<file path="config.mk">
export PLATFORM = sky130hd
export DESIGN_NAME = signed_argmin_scanner_flat
export DESIGN_NICKNAME = d
export VERILOG_FILES = /design/src/rtl/signed_argmin_scanner_pkg.sv /design/src/rtl/signed_argmin_scanner_if.sv /design/src/rtl/signed_argmin_scanner_cmp.sv /design/src/rtl/signed_argmin_scanner.sv /design/src/flat_wrapper.sv
export SDC_FILE = /design/constraint.sdc
export NUM_CORES = 1
export LEC_CHECK = 0
export ABC_AREA = 1
export CORE_MARGIN = 5
export CORE_UTILIZATION = 53
export DETAILED_ROUTE_END_ITERATION = 12
export PLACE_DENSITY = 0.83
export SLEW_MARGIN = 30
export SYNTH_ARGS = -nofsm -noshare
export SYNTH_HDL_FRONTEND = slang
export SYNTH_SLANG_ARGS = --single-unit
</file>
<file path="constraint.sdc">
create_clock -name clk -period 3.3 [get_ports clk]
set_clock_uncertainty 0.15 [all_clocks]
set_input_delay 0.66 -clock clk [delete_from_list [all_inputs] [get_ports clk]]
set_output_delay 0.66 -clock clk [all_outputs]
set_load 0.03 [all_outputs]
</file>
<file path="src/rtl/signed_argmin_scanner_pkg.sv">
// Shared definitions for the signed argmin scanner: FSM states, default
// sizing and the burst-length legality check.
package cmp_pkg;

    typedef enum logic [1:0] {
        IDLE,
        LOAD,
        SCAN,
        DONE
    } state_t;

    localparam int unsigned DEFAULT_WIDTH   = 32;
    localparam int unsigned DEFAULT_MAX_LEN = 16;

    function automatic logic len_legal(input int unsigned len, input int unsigned max_len);
        return (len != 0) && (len <= max_len);
    endfunction

endpackage

</file>
<file path="src/rtl/signed_argmin_scanner_if.sv">
// Control, operand-stream and result handshake bundle for the argmin scanner.
interface signed_argmin_scanner_if
    import cmp_pkg::*;
#(
    parameter int unsigned WIDTH   = DEFAULT_WIDTH,
    parameter int unsigned MAX_LEN = DEFAULT_MAX_LEN
);
    localparam int unsigned IDX_W = $clog2(MAX_LEN);

    logic             start;
    logic [IDX_W:0]   len;
    logic             busy;
    logic             err;
    logic             in_valid;
    logic             in_ready;
    logic [WIDTH-1:0] in_data;
    logic             out_valid;
    logic             out_ready;
    logic [WIDTH-1:0] out_min;
    logic [IDX_W-1:0] out_idx;

    modport master (
        output start, len, in_valid, in_data, out_ready,
        input  busy, err, in_ready, out_valid, out_min, out_idx
    );

    modport slave (
        input  start, len, in_valid, in_data, out_ready,
        output busy, err, in_ready, out_valid, out_min, out_idx
    );

endinterface

</file>
<file path="src/rtl/signed_argmin_scanner_cmp.sv">
// Combinational full-width signed a <= b; drop-in point for the gate-level
// comparator netlist.
module signed_lteq_cmp #(
    parameter int unsigned WIDTH = 32
) (
    input  logic [WIDTH-1:0] a,
    input  logic [WIDTH-1:0] b,
    output logic             le
);

    assign le = $signed(a) <= $signed(b);

endmodule

</file>
<file path="src/rtl/signed_argmin_scanner.sv">
// Streams a burst of signed operands through one shared comparator and reports
// the minimum together with the index of its first occurrence.
module signed_argmin_scanner
    import cmp_pkg::*;
#(
    parameter int unsigned WIDTH   = DEFAULT_WIDTH,
    parameter int unsigned MAX_LEN = DEFAULT_MAX_LEN
) (
    input  logic                  clk,
    input  logic                  rst_n,
    signed_argmin_scanner_if.slave bus
);

    localparam int unsigned    IDX_W   = $clog2(MAX_LEN);
    localparam logic [IDX_W:0] LEN_ONE = {{IDX_W{1'b0}}, 1'b1};

    state_t           r_state;
    state_t           w_next;
    logic [IDX_W:0]   r_len;
    logic [IDX_W:0]   r_cnt;
    logic [WIDTH-1:0] r_cur_min;
    logic [IDX_W-1:0] r_cur_idx;
    logic             r_err;

    logic             w_len_ok;
    logic             w_in_ready;
    logic             w_xfer;
    logic             w_le;
    logic             w_last;

    assign w_len_ok   = len_legal(32'(bus.len), MAX_LEN);
    assign w_in_ready = (r_state == LOAD) || (r_state == SCAN);
    assign w_xfer     = w_in_ready && bus.in_valid;
    assign w_last     = (r_cnt == (r_len - LEN_ONE));

    signed_lteq_cmp #(
        .WIDTH (WIDTH)
    ) u_cmp (
        .a  (r_cur_min),
        .b  (bus.in_data),
        .le (w_le)
    );

    always_ff @(posedge clk or negedge rst_n) begin
        if (!rst_n) begin
            r_state <= IDLE;
        end else begin
            r_state <= w_next;
        end
    end

    always_comb begin
        w_next = r_state;
        unique case (r_state)
            IDLE:    if (bus.start && w_len_ok) w_next = LOAD;
            LOAD:    if (w_xfer) w_next = (r_len == LEN_ONE) ? DONE : SCAN;
            SCAN:    if (w_xfer && w_last) w_next = DONE;
            DONE:    if (bus.out_ready) w_next = IDLE;
            default: w_next = IDLE;
        endcase
    end

    always_ff @(posedge clk or negedge rst_n) begin
        if (!rst_n) begin
            r_len     <= '0;
            r_cnt     <= '0;
            r_cur_min <= '0;
            r_cur_idx <= '0;
            r_err     <= 1'b0;
        end else begin
            r_err <= (r_state == IDLE) && bus.start && !w_len_ok;
            unique case (r_state)
                IDLE: begin
                    if (bus.start && w_len_ok) begin
                        r_len <= bus.len;
                        r_cnt <= '0;
                    end
                end
                LOAD: begin
                    if (w_xfer) begin
                        r_cur_min <= bus.in_data;
                        r_cur_idx <= '0;
                        r_cnt     <= LEN_ONE;
                    end
                end
                SCAN: begin
                    // Replace only on strictly smaller so ties keep the earlier index.
                    if (w_xfer) begin
                        if (!w_le) begin
                            r_cur_min <= bus.in_data;
                            r_cur_idx <= r_cnt[IDX_W-1:0];
                        end
                        r_cnt <= r_cnt + LEN_ONE;
                    end
                end
                default: ;
            endcase
        end
    end

    assign bus.in_ready  = w_in_ready;
    assign bus.busy      = (r_state != IDLE);
    assign bus.out_valid = (r_state == DONE);
    assign bus.out_min   = r_cur_min;
    assign bus.out_idx   = r_cur_idx;
    assign bus.err       = r_err;

endmodule

</file>
<file path="src/flat_wrapper.sv">
// flat-port wrapper written by rule: the top's interface ports become plain ports
module signed_argmin_scanner_flat import cmp_pkg::*;
#(
    parameter int unsigned WIDTH   = DEFAULT_WIDTH,
    parameter int unsigned MAX_LEN = DEFAULT_MAX_LEN
)
  (clk, rst_n, bus_start, bus_len, bus_in_valid, bus_in_data, bus_out_ready, bus_busy, bus_err, bus_in_ready, bus_out_valid, bus_out_min, bus_out_idx);
  signed_argmin_scanner_if #(.WIDTH(WIDTH), .MAX_LEN(MAX_LEN)) bus_i ();
  input  logic clk;
  input  logic rst_n;
  input wire logic [$bits(bus_i.start)-1:0] bus_start;
  input wire logic [$bits(bus_i.len)-1:0] bus_len;
  input wire logic [$bits(bus_i.in_valid)-1:0] bus_in_valid;
  input wire logic [$bits(bus_i.in_data)-1:0] bus_in_data;
  input wire logic [$bits(bus_i.out_ready)-1:0] bus_out_ready;
  output wire logic [$bits(bus_i.busy)-1:0] bus_busy;
  output wire logic [$bits(bus_i.err)-1:0] bus_err;
  output wire logic [$bits(bus_i.in_ready)-1:0] bus_in_ready;
  output wire logic [$bits(bus_i.out_valid)-1:0] bus_out_valid;
  output wire logic [$bits(bus_i.out_min)-1:0] bus_out_min;
  output wire logic [$bits(bus_i.out_idx)-1:0] bus_out_idx;
  assign bus_i.start = bus_start;
  assign bus_i.len = bus_len;
  assign bus_i.in_valid = bus_in_valid;
  assign bus_i.in_data = bus_in_data;
  assign bus_i.out_ready = bus_out_ready;
  assign bus_busy = bus_i.busy;
  assign bus_err = bus_i.err;
  assign bus_in_ready = bus_i.in_ready;
  assign bus_out_valid = bus_i.out_valid;
  assign bus_out_min = bus_i.out_min;
  assign bus_out_idx = bus_i.out_idx;
  signed_argmin_scanner #(.WIDTH(WIDTH), .MAX_LEN(MAX_LEN)) u_core (.clk(clk), .rst_n(rst_n), .bus(bus_i));
endmodule
</file>
==> results of run 1 <==
[power breakdown]
part	leakage, nW	switching, W	total (W)	internal (W)
combinational	1.56	0.00159	0.00260	0.00101
sequential	0.617	0.000225	0.00109	0.000866
clock	0.0450	0.000199	0.000347	0.000147
total	2.22	0.00202	0.00404	0.00202
[logic make-up (layout without fill, tap and decap cells)]
kind of cell / count (synthesis) / count (layout)
AND/OR/NAND/NOR: 200 / 200
buffers and inverters: 71 / 155
flip-flops: 49 / 49
AO/OA/AOI/OAI: 41 / 41
adder cells (fa/ha/maj): 39 / 39
XOR/XNOR: 8 / 8
multiplexers: 1 / 1
[critical path, stage by stage]
cell	delay [ns]
clkdlybuf4s50_1	0.49
inv_1	0.05
ha_1	0.32
nand2_1	0.09
nor2_1	0.13
nand2_1	0.10
nor3b_2	0.23
nand2_1	0.10
nand3_1	0.09
nand3_2	0.10
nand2_4	0.13
nand2_4	0.25
nand2_1	0.13
nand2_1	0.06
[metal layers]
layer / vias to the layer above / global-route usage (%)
met4: 0 / 4.88
met2: 81 / 38.3
met1: 1400 / 25.7
met3: 12 / 3.69
met5: - / 0
li1: 1466 / -
[registers in the layout, indices dropped and copies added, names as in the netlist]
name,flops
u_core.bus.err,1
u_core.r_cnt,5
u_core.bus.out_idx,4
u_core.bus.out_min,32
u_core.r_state,2
u_core.r_len,5
[cell usage in the layout, fill, tap and decap left out, drive strengths merged, types with 3 or more instances in the layout]
| cell type | synthesis | routed |
|---|---|---|
| nor3b | 3 | 3 |
| dfrtp | 49 | 49 |
| clkbuf | 3 | 6 |
| clkdlybuf4s50 | 0 | 80 |
| nand4 | 4 | 4 |
| nand2 | 129 | 129 |
| xnor2 | 4 | 4 |
| nand3 | 43 | 43 |
| o21ai | 13 | 13 |
| inv | 61 | 61 |
| a21oi | 22 | 22 |
| buf | 7 | 6 |
| ha | 39 | 39 |
| nor3 | 3 | 3 |
| xor2 | 4 | 4 |
| nor2 | 18 | 18 |
[through the flow]
stage | total power [W] | utilization (%) | hold WS (ns)
floorplan | 0.00283 | - | 0.214
global placement | 0.00360 | 69.4 | 0.307
detailed placement | 0.00370 | 69.4 | 0.307
CTS | 0.00407 | 70.8 | 0.206
global route | 0.00439 | 70.8 | 0.226
finish | 0.00404 | 70.8 | 0.186
[area by class of cell]
class | count | share of cell area, %
multi-input combinational | 289 | 39.9
clock buffer | 6 | 1.75
inverter | 61 | 5.53
clock inverter | 2 | 0.242
timing repair buffer | 86 | 20.7
sequential | 49 | 29.6
tap | 75 | 2.27
[how the worst max path moves through the flow]
stage	startpoint	slack (ns)	endpoint	cells past startpoint
detailed placement	bus_in_data[31]	0.08	u_core.bus.out_min[5]	14
global placement	bus_in_data[31]	0.18	u_core.bus.out_min[25]	14
floorplan	bus_in_data[31]	0.89	u_core.bus.out_min[15]	14
global route	bus_in_data[23]	0.21	u_core.bus.out_idx[0]	14
CTS	bus_in_data[31]	0.39	u_core.bus.out_min[0]	14
finish	bus_in_data[31]	0.39	u_core.bus.out_min[27]	14
==> flow_summary_export.csv, run 1 <==
group,metric,value,unit
placed_design,dpl.hpwl,5890,um
setup_path,critPathLaunchType,"input pin",
die,row_count,28,
job,maxCapViolations,0,
routing,drtPass1Iterations,5,
routing,m1WireLength,3140,um
final_layout,syn_to_final_growth,30.8,%
routing,drt_iter0_drc,142,
placed_design,io_buffers,81,
routing,wl,7630,um
setup_path,crit_fanout,36,
timing,finalSetupViolCount,0,
synthesis,ys.flop_type,"dfrtp_1",
timing,rsz0062_at_grt,"false",
die,pin_count,82,
final_layout,drive_gt1_share,3.85,%
timing,finalHoldViolations,0,
timing,fin_crit,2.91,ns
routing,dr.max_layer_used,"met4",
timing,slew_violations,0,
synthesis,ys_types,25,
placed_design,place_area,4060,um^2
synthesis,yosysSeqAreaShare,38.7,%
routing,vias,2959,
setup_path,r2r_slack,0.81,ns
outcome,status,"finished clean",
die,die_h,87.3,um
synthesis,post-synth-top-area-cell,"dfrtp_1",
synthesis,synth.most_common_cell,"nand2_1",
routing,wl_met2,3910,um
final_layout,multiInputGateArea,1650,um^2
synthesis,synth_xor_area_share,2.21,%
timing,worst_pin_slew,0.574,ns
routing,drc,0,
die,start_util,54.1,%
final_layout,design_area,4140,um^2
setup_path,r2r_start,"u_core.bus.out_min[31]",
clock_tree,htree_levels,2,
setup_path,crit_arrival,2.95,ns
synthesis,synth_top_family_by_area,"simple AND/OR/NAND/NOR gates",
clock_tree,numClockSinks,49,
routing,wl_per_cell,13.4,um
synthesis,synthAdderAreaFrac,15.4,%
timing,clock.fmax,343,MHz
synthesis,ys_ff_latch,49,
placed_design,place_inst,560,
setup_path,crit_type,"in2reg",
synthesis,synth.cells.most_frequent,"nand2_1, inv_1, dfrtp_1, nand3_1, ha_1",
synthesis,synth.avg_cell_area,7.74,um^2
clock_tree,cts_resized,0,
pwr,ir_drop,0.000747,V
setup_path,r2r_end,"u_core.bus.out_min[27]",
synthesis,synth_area_leaders,"dfrtp_1, ha_1, nand2_1, inv_1, nand3_1",
clock_tree,clk_latency,0.31,ns
routing,ant_nets,0,
pwr,p_leak,2.22,nW
clock_tree,clockBufferDepth,2,
hold_path,hold_path.class,"in2async",
final_layout,num-fill-cells,462,
placed_design,gp_congestion,0.800,
timing,relSlewSlack,61.7,%
final_layout,nets,573,
synthesis,synth_edf_count,0,
die,core_area,5850,um^2
setup_path,worst_setup_path_end_kind,"flop",
synthesis,synth_compound_area_share,7.00,%
setup_path,required,3.33,ns
synthesis,synth_top_area_share,38.7,%
routing,avgViaCountPerCell,5.21,
synthesis,netlist_area,3170,um^2
synthesis,netlist_instances,409,
final_layout,antennaDiodeCount,0,
synthesis,synthMuxAreaShare,0.356,%
routing,wl_met3,475,um
clock_tree,cts.root.buffer_cell,"clkbuf_8",
global_route,gr-total-overflow,0,
setup_path,reg2reg_depth,12,
die,die_w,87.3,um
clock_tree,cts_hold_buffers,0,
synthesis,mappedNetlistNets,490,
synthesis,ys_async_sr_fraction,100,%
clock_tree,cts_setup_buffers,0,
clock_tree,cts_buffers,5,
global_route,grt_pass1_wl,13000,um
global_route,grt_usage,21.1,%
global_route,grt_pass1_vias,2941,
global_route,grt_start_max_net_pins,37,
timing,fin_setup_tns,0,ns
clock_tree,clk_pin_slew,0.10,ns
final_layout,final_cells,568,
placed_design,detailedPlace.worstSlack,0.0802,ns
synthesis,ys_warn_count,0,
pwr,power.density,975,nW/um^2
clock_tree,cts_tree,"built",
final_layout,register_area,1230,um^2
die,die_area,7620,um^2
synthesis,yosys.area_share.simple,27.0,%
timing,fin_crit_sh,88.3,%
timing,worst_slack,0.387,ns
global_route,antenna_found_initial,0,
Note: power is estimated with default switching activity, not from simulation.
==> inputs of run 2 (changes only) <==
- CORE_MARGIN: 5 -> 3
==> run 2 against run 1 <==
Effect of this change:
- die area fell by 9.0%
- power up 3.0%
- setup slack improved by 0.017 ns
- core utilization grew 3.0 points
- register-to-register slack better by 0.05 ns
- critical path depth did not move
- clock power up 32%
- highest routed layer unchanged
==> flow_summary_export.csv, run 2 (synthesized netlist as in run 1, its figures left out) <==
group,metric,value,unit
outcome,status,"finished clean",
setup_path,required,3.35,ns
job,maxCapViolations,0,
timing,relSlewSlack,58.4,%
setup_path,crit_arrival,2.95,ns
final_layout,antennaDiodeCount,0,
die,row_count,27,
setup_path,r2r_start,"u_core.r_state[1]",
placed_design,place_area,4040,um^2
pwr,p_leak,2.23,nW
timing,worst_slack,0.404,ns
timing,finalSetupViolCount,0,
setup_path,r2r_slack,0.86,ns
die,start_util,56.1,%
die,die_area,6940,um^2
setup_path,crit_fanout,36,
global_route,antenna_found_initial,0,
pwr,total_power,0.00416,W
placed_design,gp_congestion,0.849,
final_layout,final_common_cell,"nand2_1",
timing,fin_crit,2.90,ns
timing,rsz0062_at_grt,"false",
die,die_w,83.3,um
clock_tree,htree_levels,2,
routing,avgViaCountPerCell,5.24,
final_layout,syn_to_final_growth,31.5,%
hold_path,hold_path.class,"in2async",
global_route,gr-total-overflow,0,
clock_tree,cts_setup_buffers,0,
final_layout,largest_reg_flops,32,
routing,wl,7650,um
pwr,ir_drop,0.000547,V
clock_tree,cts_resized,0,
timing,clock.fmax,345,MHz
final_layout,nets,573,
clock_tree,clockBufferDepth,2,
global_route,grt_pass1_vias,2961,
timing,worst_pin_slew,0.623,ns
final_layout,drive_gt1_share,4.06,%
routing,ant_nets,0,
timing,fin_setup_tns,0,ns
placed_design,detailedPlace.worstSlack,0.0988,ns
clock_tree,clk_latency,0.31,ns
global_route,grt_pass1_wl,13400,um
final_layout,num-fill-cells,425,
routing,wl_per_cell,13.5,um
global_route,grt_start_max_net_pins,50,
clock_tree,numClockSinks,49,
timing,slew_violations,0,
setup_path,crit_start,"bus_in_data[31]",
die,core_area,5640,um^2
die,pin_count,82,
global_route,grt_usage,23.0,%
pwr,power.density,998,nW/um^2
clock_tree,cts.root.buffer_cell,"clkbuf_8",
clock_tree,clk_pin_slew,0.10,ns
final_layout,design_area,4160,um^2
clock_tree,cts_tree,"built",
routing,vias,2962,
timing,finalHoldViolations,0,
clock_tree,cts_buffers,5,
setup_path,worst_setup_path_end_kind,"flop",
timing,fin_crit_sh,87.8,%
routing,drtPass1Iterations,4,
placed_design,io_buffers,81,
routing,drc,0,
setup_path,critPathLaunchType,"input pin",
setup_path,crit_type,"in2reg",
clock_tree,cts_hold_buffers,0,
die,die_h,83.3,um
final_layout,layout_common_cells,"nand2_1, clkdlybuf4s50_1, inv_1",
placed_design,dpl.hpwl,5850,um
routing,drt_iter0_drc,188,
[run 2: final timing paths]
path,to,cells after the start
max,u_core.bus.out_min[23],14
min,u_core.bus.out_min[12],1
max reg2reg,u_core.bus.out_min[23],9
min reg2reg,u_core.bus.out_idx[0],2
max in group asynchronous,u_core.r_len[1],1
min in group clk,u_core.bus.out_idx[0],2
[run 2: layout make-up]
type	instances	area, um^2	share of cell area [%]
sequential	49	1230	29.4
multi-input combinational	289	1650	39.7
clock buffer	6	82.6	1.98
inverter	61	229	5.50
tap	72	90.1	2.16
timing repair buffer	86	846	20.3
clock inverter	2	37.5	0.901
[run 2: metrics by stage]
step / cells / hold slack (ns) / utilization [%]
5_1_grt: 565 / 0.255 / 73.8
2_1_floorplan: 409 / 0.214 / -
6_report: 565 / 0.194 / 73.8
3_5_place_dp: 557 / 0.313 / 71.7
3_3_place_gp: 557 / 0.310 / 71.6
4_1_cts: 565 / 0.239 / 73.8
[run 2: per-layer routing]
metal	wire, um	track usage, %	share of wire (%)	vias to the layer above
met5	0	0	0	-
met4	125	6.09	1.6	0
met3	451	4.76	5.9	12
met2	3980	42.3	52	98
met1	3100	27.0	40	1381
li1	-	-	-	1471
[run 2: power breakdown]
part / switching (W) / leakage, nW / total [W] / internal, W
Combinational: 0.00161 / 1.55 / 0.00261 / 0.000999
Sequential: 0.000229 / 0.617 / 0.00110 / 0.000866
Clock: 0.000210 / 0.0574 / 0.000457 / 0.000247
[run 2: critical path, cell delays in order]
cell	delay (ns)
clkdlybuf4s50_1	0.51
inv_1	0.06
ha_1	0.33
nand2_1	0.10
nor2_1	0.14
nand2_1	0.10
nor3b_2	0.21
nand2_1	0.09
nand3_1	0.10
nand3_2	0.11
nand2_4	0.09
nand2_4	0.23
nand2_1	0.17
nand2_1	0.06
